### config.mk
export PLATFORM = sky130hd
export DESIGN_NAME = stack_overflow_monitor
export DESIGN_NICKNAME = d
export VERILOG_FILES = /design/src/rtl/stack_overflow_monitor.sv
export SDC_FILE = /design/constraint.sdc
export NUM_CORES = 1
export LEC_CHECK = 0
export BUFFER_PORTS_ARGS = -buffer_cell sky130_fd_sc_hd__buf_4
export CAP_MARGIN = 30
export CORE_ASPECT_RATIO = 0.75
export CORE_UTILIZATION = 55
export CTS_CLUSTER_DIAMETER = 150
export DETAILED_ROUTE_END_ITERATION = 6
export PLACE_DENSITY_LB_ADDON = 0.08
export SYNTH_ARGS = -nofsm -noshare
export SYNTH_HDL_FRONTEND = slang
export SYNTH_SLANG_ARGS = --single-unit
### constraint.sdc
create_clock -name i_clk -period 4.8 [get_ports i_clk]
set_input_delay 1.2 -clock i_clk [delete_from_list [all_inputs] [get_ports i_clk]]
set_output_delay 1.2 -clock i_clk [all_outputs]
set_load 0.01 [all_outputs]
### src/rtl/stack_overflow_monitor.sv
// rtl/stack_overflow_monitor.sv - stack-pointer overflow monitor with sticky flag, irq pulse and low-water mark
module stack_overflow_monitor #(
  parameter int WIDTH = 16
) (
  input  logic             i_clk,
  input  logic             i_rstn,
  input  logic [WIDTH-1:0] i_reportSP,
  input  logic [1:0]       i_cfgAddr,
  input  logic [WIDTH-1:0] i_cfgWData,
  input  logic             i_cfgWEn,
  output logic [WIDTH-1:0] o_cfgRData,
  output logic             o_ovflFlag,
  output logic             o_ovflIrq
);

  typedef enum logic [1:0] {
    IDLE    = 2'd0,
    ARMED   = 2'd1,
    TRIPPED = 2'd2,
    RECOVER = 2'd3
  } state_t;

  localparam logic [1:0] ADDR_CTRL   = 2'd0;
  localparam logic [1:0] ADDR_LIMIT  = 2'd1;
  localparam logic [1:0] ADDR_STATUS = 2'd2;
  localparam logic [1:0] ADDR_HWM    = 2'd3;

  state_t           state;
  logic             ctrl_en;
  logic             ctrl_irq_en;
  logic [WIDTH-1:0] limit;
  logic [WIDTH-1:0] sp_q;
  logic [WIDTH-1:0] hwm;
  logic             flag;
  logic             irq;

  logic wr_ctrl;
  logic wr_limit;
  logic wr_status;
  logic wr_hwm;
  logic status_clr;
  logic disable_wr;
  logic enable_wr;
  logic cond;

  assign wr_ctrl    = i_cfgWEn && (i_cfgAddr == ADDR_CTRL);
  assign wr_limit   = i_cfgWEn && (i_cfgAddr == ADDR_LIMIT);
  assign wr_status  = i_cfgWEn && (i_cfgAddr == ADDR_STATUS);
  assign wr_hwm     = i_cfgWEn && (i_cfgAddr == ADDR_HWM);
  assign status_clr = wr_status && i_cfgWData[0];
  assign disable_wr = wr_ctrl && !i_cfgWData[0];
  assign enable_wr  = wr_ctrl && i_cfgWData[0];

  // Stack grows downward: overflow when the sampled SP is below the limit (LIMIT=0 never trips)
  assign cond = (sp_q < limit);

  // Software-visible configuration registers
  always_ff @(posedge i_clk or negedge i_rstn) begin
    if (!i_rstn) begin
      ctrl_en     <= 1'b0;
      ctrl_irq_en <= 1'b0;
      limit       <= '0;
    end else begin
      if (wr_ctrl) begin
        ctrl_en     <= i_cfgWData[0];
        ctrl_irq_en <= i_cfgWData[1];
      end
      if (wr_limit) begin
        limit <= i_cfgWData;
      end
    end
  end

  // Register the reported SP so the compare sees a stable value one cycle later
  always_ff @(posedge i_clk or negedge i_rstn) begin
    if (!i_rstn) begin
      sp_q <= '0;
    end else begin
      sp_q <= i_reportSP;
    end
  end

  // Monitor FSM with registered flag and single-cycle irq
  always_ff @(posedge i_clk or negedge i_rstn) begin
    if (!i_rstn) begin
      state <= IDLE;
      flag  <= 1'b0;
      irq   <= 1'b0;
    end else begin
      irq <= 1'b0;
      if (disable_wr) begin
        // Disable wins over any trip this cycle; the flag is kept unless cleared
        state <= IDLE;
        if (status_clr) begin
          flag <= 1'b0;
        end
      end else begin
        case (state)
          IDLE: begin
            if (status_clr) begin
              flag <= 1'b0;
            end
            if (enable_wr) begin
              state <= ARMED;
            end
          end
          ARMED: begin
            // A trip takes priority over a same-cycle clear so the event is not lost
            if (cond) begin
              state <= TRIPPED;
              flag  <= 1'b1;
              irq   <= ctrl_irq_en;
            end else if (status_clr) begin
              flag <= 1'b0;
            end
          end
          TRIPPED: begin
            // The RECOVER/ARMED choice uses the limit in force this cycle
            if (status_clr) begin
              flag  <= 1'b0;
              state <= cond ? RECOVER : ARMED;
            end
          end
          RECOVER: begin
            if (status_clr) begin
              flag <= 1'b0;
            end
            if (!cond) begin
              state <= ARMED;
            end
          end
          default: begin
            state <= IDLE;
          end
        endcase
      end
    end
  end

  // Low-water mark of SP while monitoring; a write reloads all ones and overrides the update
  always_ff @(posedge i_clk or negedge i_rstn) begin
    if (!i_rstn) begin
      hwm <= {WIDTH{1'b1}};
    end else if (wr_hwm) begin
      hwm <= {WIDTH{1'b1}};
    end else if (ctrl_en && (state != IDLE) && (sp_q < hwm)) begin
      hwm <= sp_q;
    end
  end

  // Combinational register read mux
  always_comb begin
    o_cfgRData = '0;
    case (i_cfgAddr)
      ADDR_CTRL:   o_cfgRData = {{(WIDTH-2){1'b0}}, ctrl_irq_en, ctrl_en};
      ADDR_LIMIT:  o_cfgRData = limit;
      ADDR_STATUS: o_cfgRData = {{(WIDTH-2){1'b0}}, (state == ARMED), flag};
      ADDR_HWM:    o_cfgRData = hwm;
      default:     o_cfgRData = '0;
    endcase
  end

  assign o_ovflFlag = flag;
  assign o_ovflIrq  = irq;

endmodule

Yosys cells after proc, flatten, opt, wreduce, memory -nomap -nowiden
Cells that the tools add are included.
W data, S select, Z words.
{ "totals": {"out_inout_bits": 18, "in_bits": 37, "ram_bits": 0, "regBits": 54, "romBits": 0, "latchBits": 0, "mem_count": 0, "word_cells": 53} }
{ "op_classes": {"n_shift": 0, "multipliers": 0, "div": 0, "muxes": 17, "n_eq_ne": 10, "n_bitwise": 0, "n_lt_le_gt_ge": 2, "n_reduce_logical": 16, "addsub": 0} }
{ "ops": {"columns": ["cell", "count"], "rows": [
  ["$pmux W16 S4", 1],
  ["$lt A16 B16 Y1", 2],
  ["$mux W16", 2],
  ["$mux W2", 6],
  ["$ne A3 B3 Y1 const B", 4],
  ["$logic_and A1 B1 Y1", 9],
  ["$eq A2 B2 Y1 const B", 4],
  ["$pmux W2 S4", 1],
  ["$mux W1", 6],
  ["$eq A2 B1 Y1 const B", 2],
  ["$logic_not A2 Y1", 2],
  ["$reduce_and A4 Y1", 1],
  ["$reduce_bool A2 Y1", 2],
  ["$reduce_or A3 Y1", 1],
  ["$pmux W1 S2", 1],
  ["$logic_not A1 Y1", 1]
]} }

Logic depth before layout (Yosys ltp)
Gate-level depths: netlist (run 1).
{ "depth": {"ltp_word": 7, "mapped_depth": 10, "depth_no_buf": 9} }

Worst setup path after synthesis (run 1)
OpenSTA, ideal clock, no wires.
{ "synth_path": {"kind": "input port to output port", "start": "input i_cfgAddr[0]", "end": "output o_cfgRData[0]", "path_stages": 2, "arrival_ns": 1.983, "t_required_ns": 3.600, "path_slack_ns": 1.617, "n_path_buf": 1, "path_cell_list": "buf_2 > mux4_1"} }
{ "synth_between": {"elab_chain_len": 2, "elab_cells_between_ends": 5} }
{ "synth_lines": {"columns": ["item", "line", "text"], "rows": [
  ["start, declared", "8", "input logic [1:0] i_cfgAddr,"],
  ["$eq A2 B2 Y1, or another cell as far along", "154", "case (i_cfgAddr)"],
  ["$pmux W16 S4 *", "154", null],
  ["end, declared", "11", "output logic [WIDTH-1:0] o_cfgRData,"]
]} }
Mark *: on every way between the ends. The rest lies on a longest branch, timed or not.

Final worst setup path (run 1)
Same ends and word-level chain as after synthesis.

==> summary.md, run 1 <==
| Metric | Value |
|---|---|
| Core area | roughly 0.0054 mm² |
| Post-DP Area | 0.00356 mm² |
| Post-synth EDFFs | 0 |
| Reg2Reg Launch Point | hwm[9]$_DFFE_PN1P_ |
| Reported leakage power | 0.00180 µW |
| Max Clk Rate | 298 MHz |
| Worst hold path class | reg2reg |
| Number of cells on the worst hold path | 2 |
| Number of pins exceeding their max-slew limit in the final report | 0 |
| Detailed-placement wirelength estimate | around 4.4 mm |
| Reg clk slew, reported paths | ~0.090 ns |
| Final Hold Violating Endpoints | 0 |
| Endpoint of the lowest-slack register-to-register path | hwm[0]$_DFFE_PN1P_ |
| Startpoint of the lowest-slack hold path | ctrl_irq_en$_DFFE_PN0P_ |
| Number of clock sinks seen by CTS | 54 |
| Most used flip-flop cell after synthesis | sky130_fd_sc_hd__dfrtp_1 |
| Met2 WL | 2.73 mm |
| Status | finished, final reports clean |
| FF-to-FF path depth | 10 |
| Mapped Cells | roughly 280 |
| Number of buffers created by CTS | 5 |
| First-pass detailed-route iteration total | 4 |
| Minimum period implied by the final worst setup slack | 3.35 ns |
| Finish-stage setup viols | 0 |
| Fraction of layout cells with a size suffix above 1 | ~33% |
| Worst Hold Endpoint | o_ovflIrq$_DFF_PN0_ |
| Crit. End Element | primary output |
| Count of max-cap constraint violations | 0 |
| Power density relative to cell area | roughly 450 mW/mm² |
| Post-CTS setup buffers | 0 |
| WL per Instance | 14.7 µm |
| Relative slew slack | 38.8% |
| Setup tns final | 0 ns |
| Avg Cell Area, Syn | around 11 µm² |
| Category of the most critical setup path | in2out |
| Total power draw | 1650 µW |
| CTS tree | done |
| Via count | approximately 2200 |
| Max incr delay on CP | 0.57 ns |
| Post-synthesis net count | 350 |
| Input/output buffers | 54 |
| Number of cells in the design after placement | 400 |
| Number of warnings issued by yosys | 0 |
| Ranking of synthesized cells by area | sky130_fd_sc_hd__dfrtp_1 31%, sky130_fd_sc_hd__ha_1 14%, sky130_fd_sc_hd__dfstp_2 14%, sky130_fd_sc_hd__mux2_2 6.5%, sky130_fd_sc_hd__mux2i_1 5.2% |
| Hold buffer count at cts | 0 |
| Vias per Instance | 5.28 |
| CP Max Fanout | 20 |
| Sequential cell area fraction in the yosys report | between 40 and 50% |
| Die footprint | 0.00594 mm² |
| Clock latency of the later-clocked register in the worst-skew pair | about 0.31 ns |
| Flop and latch count out of synthesis | 54 |
| Met3 Wirelength | roughly 230 µm |
| First-pass GRT wire length | 9.96 mm |
| Library cell occupying the most area in the post-synthesis netlist | sky130_fd_sc_hd__dfrtp_1 |
| Number of antenna violations at the first check in global routing | 0 |
| Slowest cell on the critical path | sky130_fd_sc_hd__mux4_1 |
| Setup slack, reg-to-reg | ~2.0 ns |
| Share of the synthesized area in the top cell type | a little under a third |
| Synthesis-to-layout area growth | 18.0% |
| CTS Root Cell | sky130_fd_sc_hd__clkbuf_8 |
| Residual DRC | 0 |
| Maximum number of pins on one net before global-route repair | 55 |
| CP cell instances | buf_4 -> mux4_1 -> buf_4 |
| Cell type with the highest occurrence count on the critical path | sky130_fd_sc_hd__buf_4 |
| Required time reported for the critical path endpoint | between 3 and 4 ns |
| # rows | 23 |
| Aggregate global routing overflow | 0 |
| CP bufs+invs | 2 |
| Launching element type of the critical path | input port |
| Total inserted antenna cells | 0 |
| Post-Layout Cell Count | 408 |
| Starting DRC count in detailed routing | 80 |
| Pin slew with the least headroom to its limit | about 0.92 ns |
| Cells resized by post-CTS repair | 0 |
| Top routing layer in use | met4 |
| Post-Synthesis Cell Area | between 0.003 and 0.004 mm² |
| Worst Clk Skew | between 0.01 and 0.015 ns |
| Initial core utilization | 57.6% |
| Non-Filler Cell Area, Final | 0.00366 mm² |
| Placer Congestion | slightly above 0.8 |
| FFs w/ async S/R, synth | 100% |
| All-Layer GR Usage | 22.9% |
| H-tree lvl count | 2 |
| Total Routed Length | roughly 6.0 mm |
| Post-Route M1 WL | about 3 mm |
| Number of fill cells | ~420 |
| Via count of the first global-routing pass | between 2000 and 2500 |
| Count of nets after finishing | 403 |
| ANT nets after route | 0 |
| Setup repair after global routing missed its margin | no |
| Total I/O pin count | 55 |
| Maximum clock insertion buffer count | 2 |
| Period Utilization, post-route | roughly 70% |
| Die Span X | about 89 µm |
| Cell family with most CP delay | multiplexers |
| Vertical die dimension | approximately 67 µm |
| IR Drop Worst-Case VDD | 214 µV |
| Critical path data arrival time | 2.15 ns |
| Post-route core utilization | between 60% and 70% |
| Synth cell types | 41 |
-- cell usage after synthesis (2+ instances only) --
cell,n
sky130_fd_sc_hd__a211oi_1,2
sky130_fd_sc_hd__a21o_1,3
sky130_fd_sc_hd__a21oi_1,8
sky130_fd_sc_hd__buf_2,6
sky130_fd_sc_hd__clkbuf_1,2
sky130_fd_sc_hd__dfrtp_1,38
sky130_fd_sc_hd__dfstp_2,16
sky130_fd_sc_hd__ha_1,34
sky130_fd_sc_hd__inv_1,35
sky130_fd_sc_hd__mux2_2,18
sky130_fd_sc_hd__mux2i_1,16
sky130_fd_sc_hd__nand2_1,22
sky130_fd_sc_hd__nand2b_1,3
sky130_fd_sc_hd__nand3_1,2
sky130_fd_sc_hd__nand3b_1,2
sky130_fd_sc_hd__nand4_1,4
sky130_fd_sc_hd__nor2_1,7
sky130_fd_sc_hd__nor2b_1,16
sky130_fd_sc_hd__nor3_1,2
sky130_fd_sc_hd__o211ai_1,15
sky130_fd_sc_hd__o21ai_0,4
sky130_fd_sc_hd__o21ai_1,5
-- metrics by stage --
stage / hold slack (ns) / setup WS (ns)
CTS: 0.521 / 1.45
global route: 0.557 / 1.40
finish: 0.514 / 1.45
floorplan: 0.483 / 1.62
detailed placement: 0.508 / 1.45
global placement: 0.506 / 1.46
-- area by class of cell --
class / instances / area, µm² / share of cell area (%)
clock buffer: 6 / 82.6 / 2.26
timing repair buffer: 55 / 413 / 11.3
sequential: 54 / 1370 / 37.5
clock inverter: 2 / 17.5 / 0.479
inverter: 35 / 131 / 3.59
multi-input combinational: 181 / 1550 / 42.3
tap: 75 / 93.8 / 2.57
-- layer usage --
| metal | GRT usage [%] | vias to the layer above |
|---|---|---|
| li1 | - | 1075 |
| met1 | 32.9 | 1026 |
| met2 | 35.6 | 48 |
| met3 | 4.83 | 4 |
| met4 | 4.84 | 0 |
| met5 | 0 | - |
-- worst register-to-register path, cell delays in order (launching register included) --
cell,delay (ns)
sky130_fd_sc_hd__dfstp_2,0.54
sky130_fd_sc_hd__inv_1,0.05
sky130_fd_sc_hd__ha_1,0.30
sky130_fd_sc_hd__a21o_1,0.19
sky130_fd_sc_hd__a21o_1,0.18
sky130_fd_sc_hd__a21oi_1,0.19
sky130_fd_sc_hd__o2111ai_1,0.15
sky130_fd_sc_hd__a21oi_2,0.51
sky130_fd_sc_hd__buf_4,0.34
sky130_fd_sc_hd__mux2i_1,0.21
sky130_fd_sc_hd__nand2_1,0.07
-- cells in the final DEF (no fill, tap or decap), types with 7 or more instances in the layout --
master and n:
sky130_fd_sc_hd__a21oi_1 8, sky130_fd_sc_hd__inv_1 35, sky130_fd_sc_hd__dfstp_2 16, sky130_fd_sc_hd__buf_4 55
sky130_fd_sc_hd__nand2_1 22, sky130_fd_sc_hd__mux2i_1 16, sky130_fd_sc_hd__o211ai_1 15, sky130_fd_sc_hd__dfrtp_1 38
sky130_fd_sc_hd__nor2b_1 16, sky130_fd_sc_hd__ha_1 34, sky130_fd_sc_hd__mux2_2 18, sky130_fd_sc_hd__nor2_1 7
-- flip-flops by register name, summed over array words and instances (netlist names) --
register     flops
o_ovflIrq        1
hwm             16
state            2
o_ovflFlag       1
limit           16
sp_q            16
ctrl_irq_en      1
ctrl_en          1
-- report_power, final --
group          switching, µW  internal [µW]
combinational            349            335
clock                    151            119
sequential              78.6            620
total                    579           1070
-- logic make-up (layout without fill, tap and decap cells) --
kind of cell	Yosys count	count (layout)	share of synthesized area, %
muxes	36	36	13.3
buffers and inverters	44	98	5.82
and+or+nand+nor	66	66	12.2
AOI/OAI and AO/OA	45	45	10.7
DFF	54	54	44.3
adders and majority gates	34	34	13.7
-- worst max path at each step --
stage,start,to,slack [ns],depth (start not counted)
floorplan,i_cfgAddr[0],o_cfgRData[0],1.62,2
global placement,i_cfgAddr[0],o_cfgRData[0],1.46,3
detailed placement,i_cfgAddr[0],o_cfgRData[0],1.45,3
CTS,i_cfgAddr[0],o_cfgRData[0],1.45,3
global route,i_cfgAddr[0],o_cfgRData[0],1.40,3
finish,i_cfgAddr[0],o_cfgRData[0],1.45,3
Note: power is estimated with default switching activity, not from simulation.
==> run 2, diff against run 1 <==
Settings changed: CORE_UTILIZATION 55 to 51.
Clock period 4.8 ns to 2.85 ns, I/O delays scaled along.
==> run 2 against run 1 <==
  * Wire length is 2.0% lower
  * Total power rose by 67%
  * Setup slack worse by 0.99 ns
  * Sequential share of layout area down 0.10 points
  * Core utilization decreased by 5.0 points
  * Critical path depth unchanged
  * Global-route usage down 2.4 points
  * Via count grew 1.1%
  * Sequential power increased by 67%
  * Critical endpoint unchanged
  * Largest cell class unchanged
==> summary.md, run 2 (synthesis gave the netlist of run 1 again) <==
| Metric | Value |
|---|---|
| CP Max Fanout | 20 (unchanged) |
| Most common cell after layout, fill and taps aside | sky130_fd_sc_hd__buf_4 |
| Reg clk slew, reported paths | 0.09 ns (about the same) |
| WL per Instance | 14.2 µm (-3.2%) |
| Power density relative to cell area | 752 mW/mm² (+66%) |
| Top routing layer in use | met4 |
| H-tree lvl count | 2 (unchanged) |
| Number of antenna violations at the first check in global routing | 0 (unchanged) |
| Relative slew slack | 55.1% (+16 points) |
| Number of clock sinks seen by CTS | 54 (unchanged) |
| Number of pins exceeding their max-slew limit in the final report | 0 (unchanged) |
| ANT nets after route | 0 (unchanged) |
| IR Drop Worst-Case VDD | 387 µV (+81%) |
| First-pass detailed-route iteration total | 4 (unchanged) |
| Cells resized by post-CTS repair | 0 (unchanged) |
| Worst hold path class | in2async |
| Met2 WL | 2.58 mm (-5.5%) |
| Category of the most critical setup path | in2out |
| Max Clk Rate | roughly 420 MHz |
| Status | finished, final reports clean |
| Total inserted antenna cells | 0 (unchanged) |
| Hold buffer count at cts | 0 (unchanged) |
| Vias per Instance | 5.27 (-0.16%) |
| # rows | 24 (+4.3%) |
| Setup tns final | 0 ns (unchanged) |
| Residual DRC | 0 (unchanged) |
| Fraction of layout cells with a size suffix above 1 | 32.8% (+0.10 points) |
| Launching element type of the critical path | input port |
| Highest-count cells in the layout ignoring fill and taps | 57 x sky130_fd_sc_hd__buf_4, 38 x sky130_fd_sc_hd__dfrtp_1, 35 x sky130_fd_sc_hd__inv_1, 34 x sky130_fd_sc_hd__ha_1, 22 x sky130_fd_sc_hd__nand2_1 |
| CTS tree | done |
| Post-CTS setup buffers | 0 (unchanged) |
| Placer Congestion | 0.821 (+0.42%) |
| Input/output buffers | 54 (unchanged) |
| Initial core utilization | 53.2% (-4.4 points) |
| Total I/O pin count | 55 (unchanged) |
| Die footprint | 0.00639 mm² (+7.6%) |
| Period Utilization, post-route | a little over four fifths |
| Worst Clk Skew | 0.00876 ns (-0.00332 ns) |
| Synthesis-to-layout area growth | 18.3% |
| Count of max-cap constraint violations | 0 (unchanged) |
| Core area | 0.00583 mm² (+8.3%) |
| Critical Path Source | i_cfgAddr[0] |
| Total Routed Length | 5.87 mm (-2.0%) |
| Number of buffers created by CTS | 5 (unchanged) |
| Post-route core utilization | 62.9% (-5.0 points) |
| Detailed-placement wirelength estimate | 4.48 mm (+1.6%) |
| Met3 Wirelength | 304 µm (+31%) |
| Leading registers by flop count | hwm: 16 flops, limit: 16 flops, sp_q: 16 flops |
| Aggregate global routing overflow | 0 (unchanged) |
| CTS Root Cell | sky130_fd_sc_hd__clkbuf_8 |
| Count of nets after finishing | 405 (+0.50%) |
| Clock latency of the later-clocked register in the worst-skew pair | 0.30 ns (about the same) |
| Reg2Reg Launch Point | hwm[9]$_DFFE_PN1P_ |
| Maximum number of pins on one net before global-route repair | 55 (unchanged) |
| First-pass GRT wire length | 10.2 mm (+2.8%) |
| Final Hold Violating Endpoints | 0 (unchanged) |
| Crit. End Element | primary output |
| Maximum clock insertion buffer count | 2 (unchanged) |
| Post-Route M1 WL | 2.92 mm (-2.4%) |
| Required time reported for the critical path endpoint | 2.14 ns (-1.46 ns) |
| Minimum period implied by the final worst setup slack | around 2.4 ns |
| Reported leakage power | 0.00180 µW (+0.35%) |
| Setup repair after global routing missed its margin | no |
| Via count | 2176 (+1.1%) |
| All-Layer GR Usage | 20.5% (-2.4 points) |
| Finish-stage setup viols | 0 (unchanged) |
| Critical path data arrival time | 1.68 ns (-0.47 ns) |
| Starting DRC count in detailed routing | 96 (+20%) |
| Die Span X | 92.0 µm (+3.8%) |
| Pin slew with the least headroom to its limit | 0.672 ns (-0.244 ns) |
| Via count of the first global-routing pass | 2179 (+5.5%) |
| Vertical die dimension | 69.5 µm (+3.7%) |
run 2: metrics by stage:
| step | std cells | setup slack, ns | power [µW] | cell area, µm² | hold WS, ns |
|---|---|---|---|---|---|
| 6_report | 413 | 0.457 | 2760 | 3670 | 0.442 |
| 4_1_cts | 413 | 0.431 | 2790 | 3670 | 0.459 |
| 3_5_place_dp | 405 | 0.433 | 2340 | 3570 | 0.518 |
| 3_3_place_gp | 405 | 0.471 | 2310 | 3570 | 0.515 |
| 2_1_floorplan | 279 | 0.642 | 1990 | 3100 | 0.417 |
| 5_1_grt | 413 | 0.362 | 3000 | 3670 | 0.488 |
run 2: path summary, 6_finish.rpt:
path	depth (start not counted)	slack [ns]	endpoint
setup / recovery	3	0.46	o_cfgRData[0]
hold / removal	1	0.44	sp_q[4]$_DFF_PN0_
setup reg to reg	10	0.52	hwm[0]$_DFFE_PN1P_
hold reg to reg	2	0.53	o_ovflIrq$_DFF_PN0_
max in group asynchronous	1	1.97	limit[12]$_DFFE_PN0P_
min in group i_clk	1	0.51	sp_q[11]$_DFF_PN0_
run 2: metal layers:
metal  GRT usage (%)  vias up
li1                -     1084
met1            29.6     1029
met2            30.4       57
met3            4.93        6
met4            6.77        0
met5               0        -
run 2: cell type report:
type | instances | area [µm²]
Clock inverter | 1 | 5.00
Sequential cell | 54 | 1370
Fill cell | 491 | 2160
Timing Repair Buffer | 57 | 428
Multi-Input combinational cell | 181 | 1550
Inverter | 35 | 131
Clock buffer | 7 | 86.3
Tap cell | 78 | 97.6
run 2: where the power goes:
| part | switching (µW) | leakage, µW | internal (µW) |
|---|---|---|---|
| clock network | 234 | 0.0000482 | 197 |
| registers | 127 | 0.000615 | 1040 |
| logic | 586 | 0.00114 | 568 |
| total | 947 | 0.00180 | 1810 |
run 2: critical path, stage by stage:
cell and delay (ns):
sky130_fd_sc_hd__buf_4 0.22, sky130_fd_sc_hd__mux4_1 0.58, sky130_fd_sc_hd__buf_4 0.16
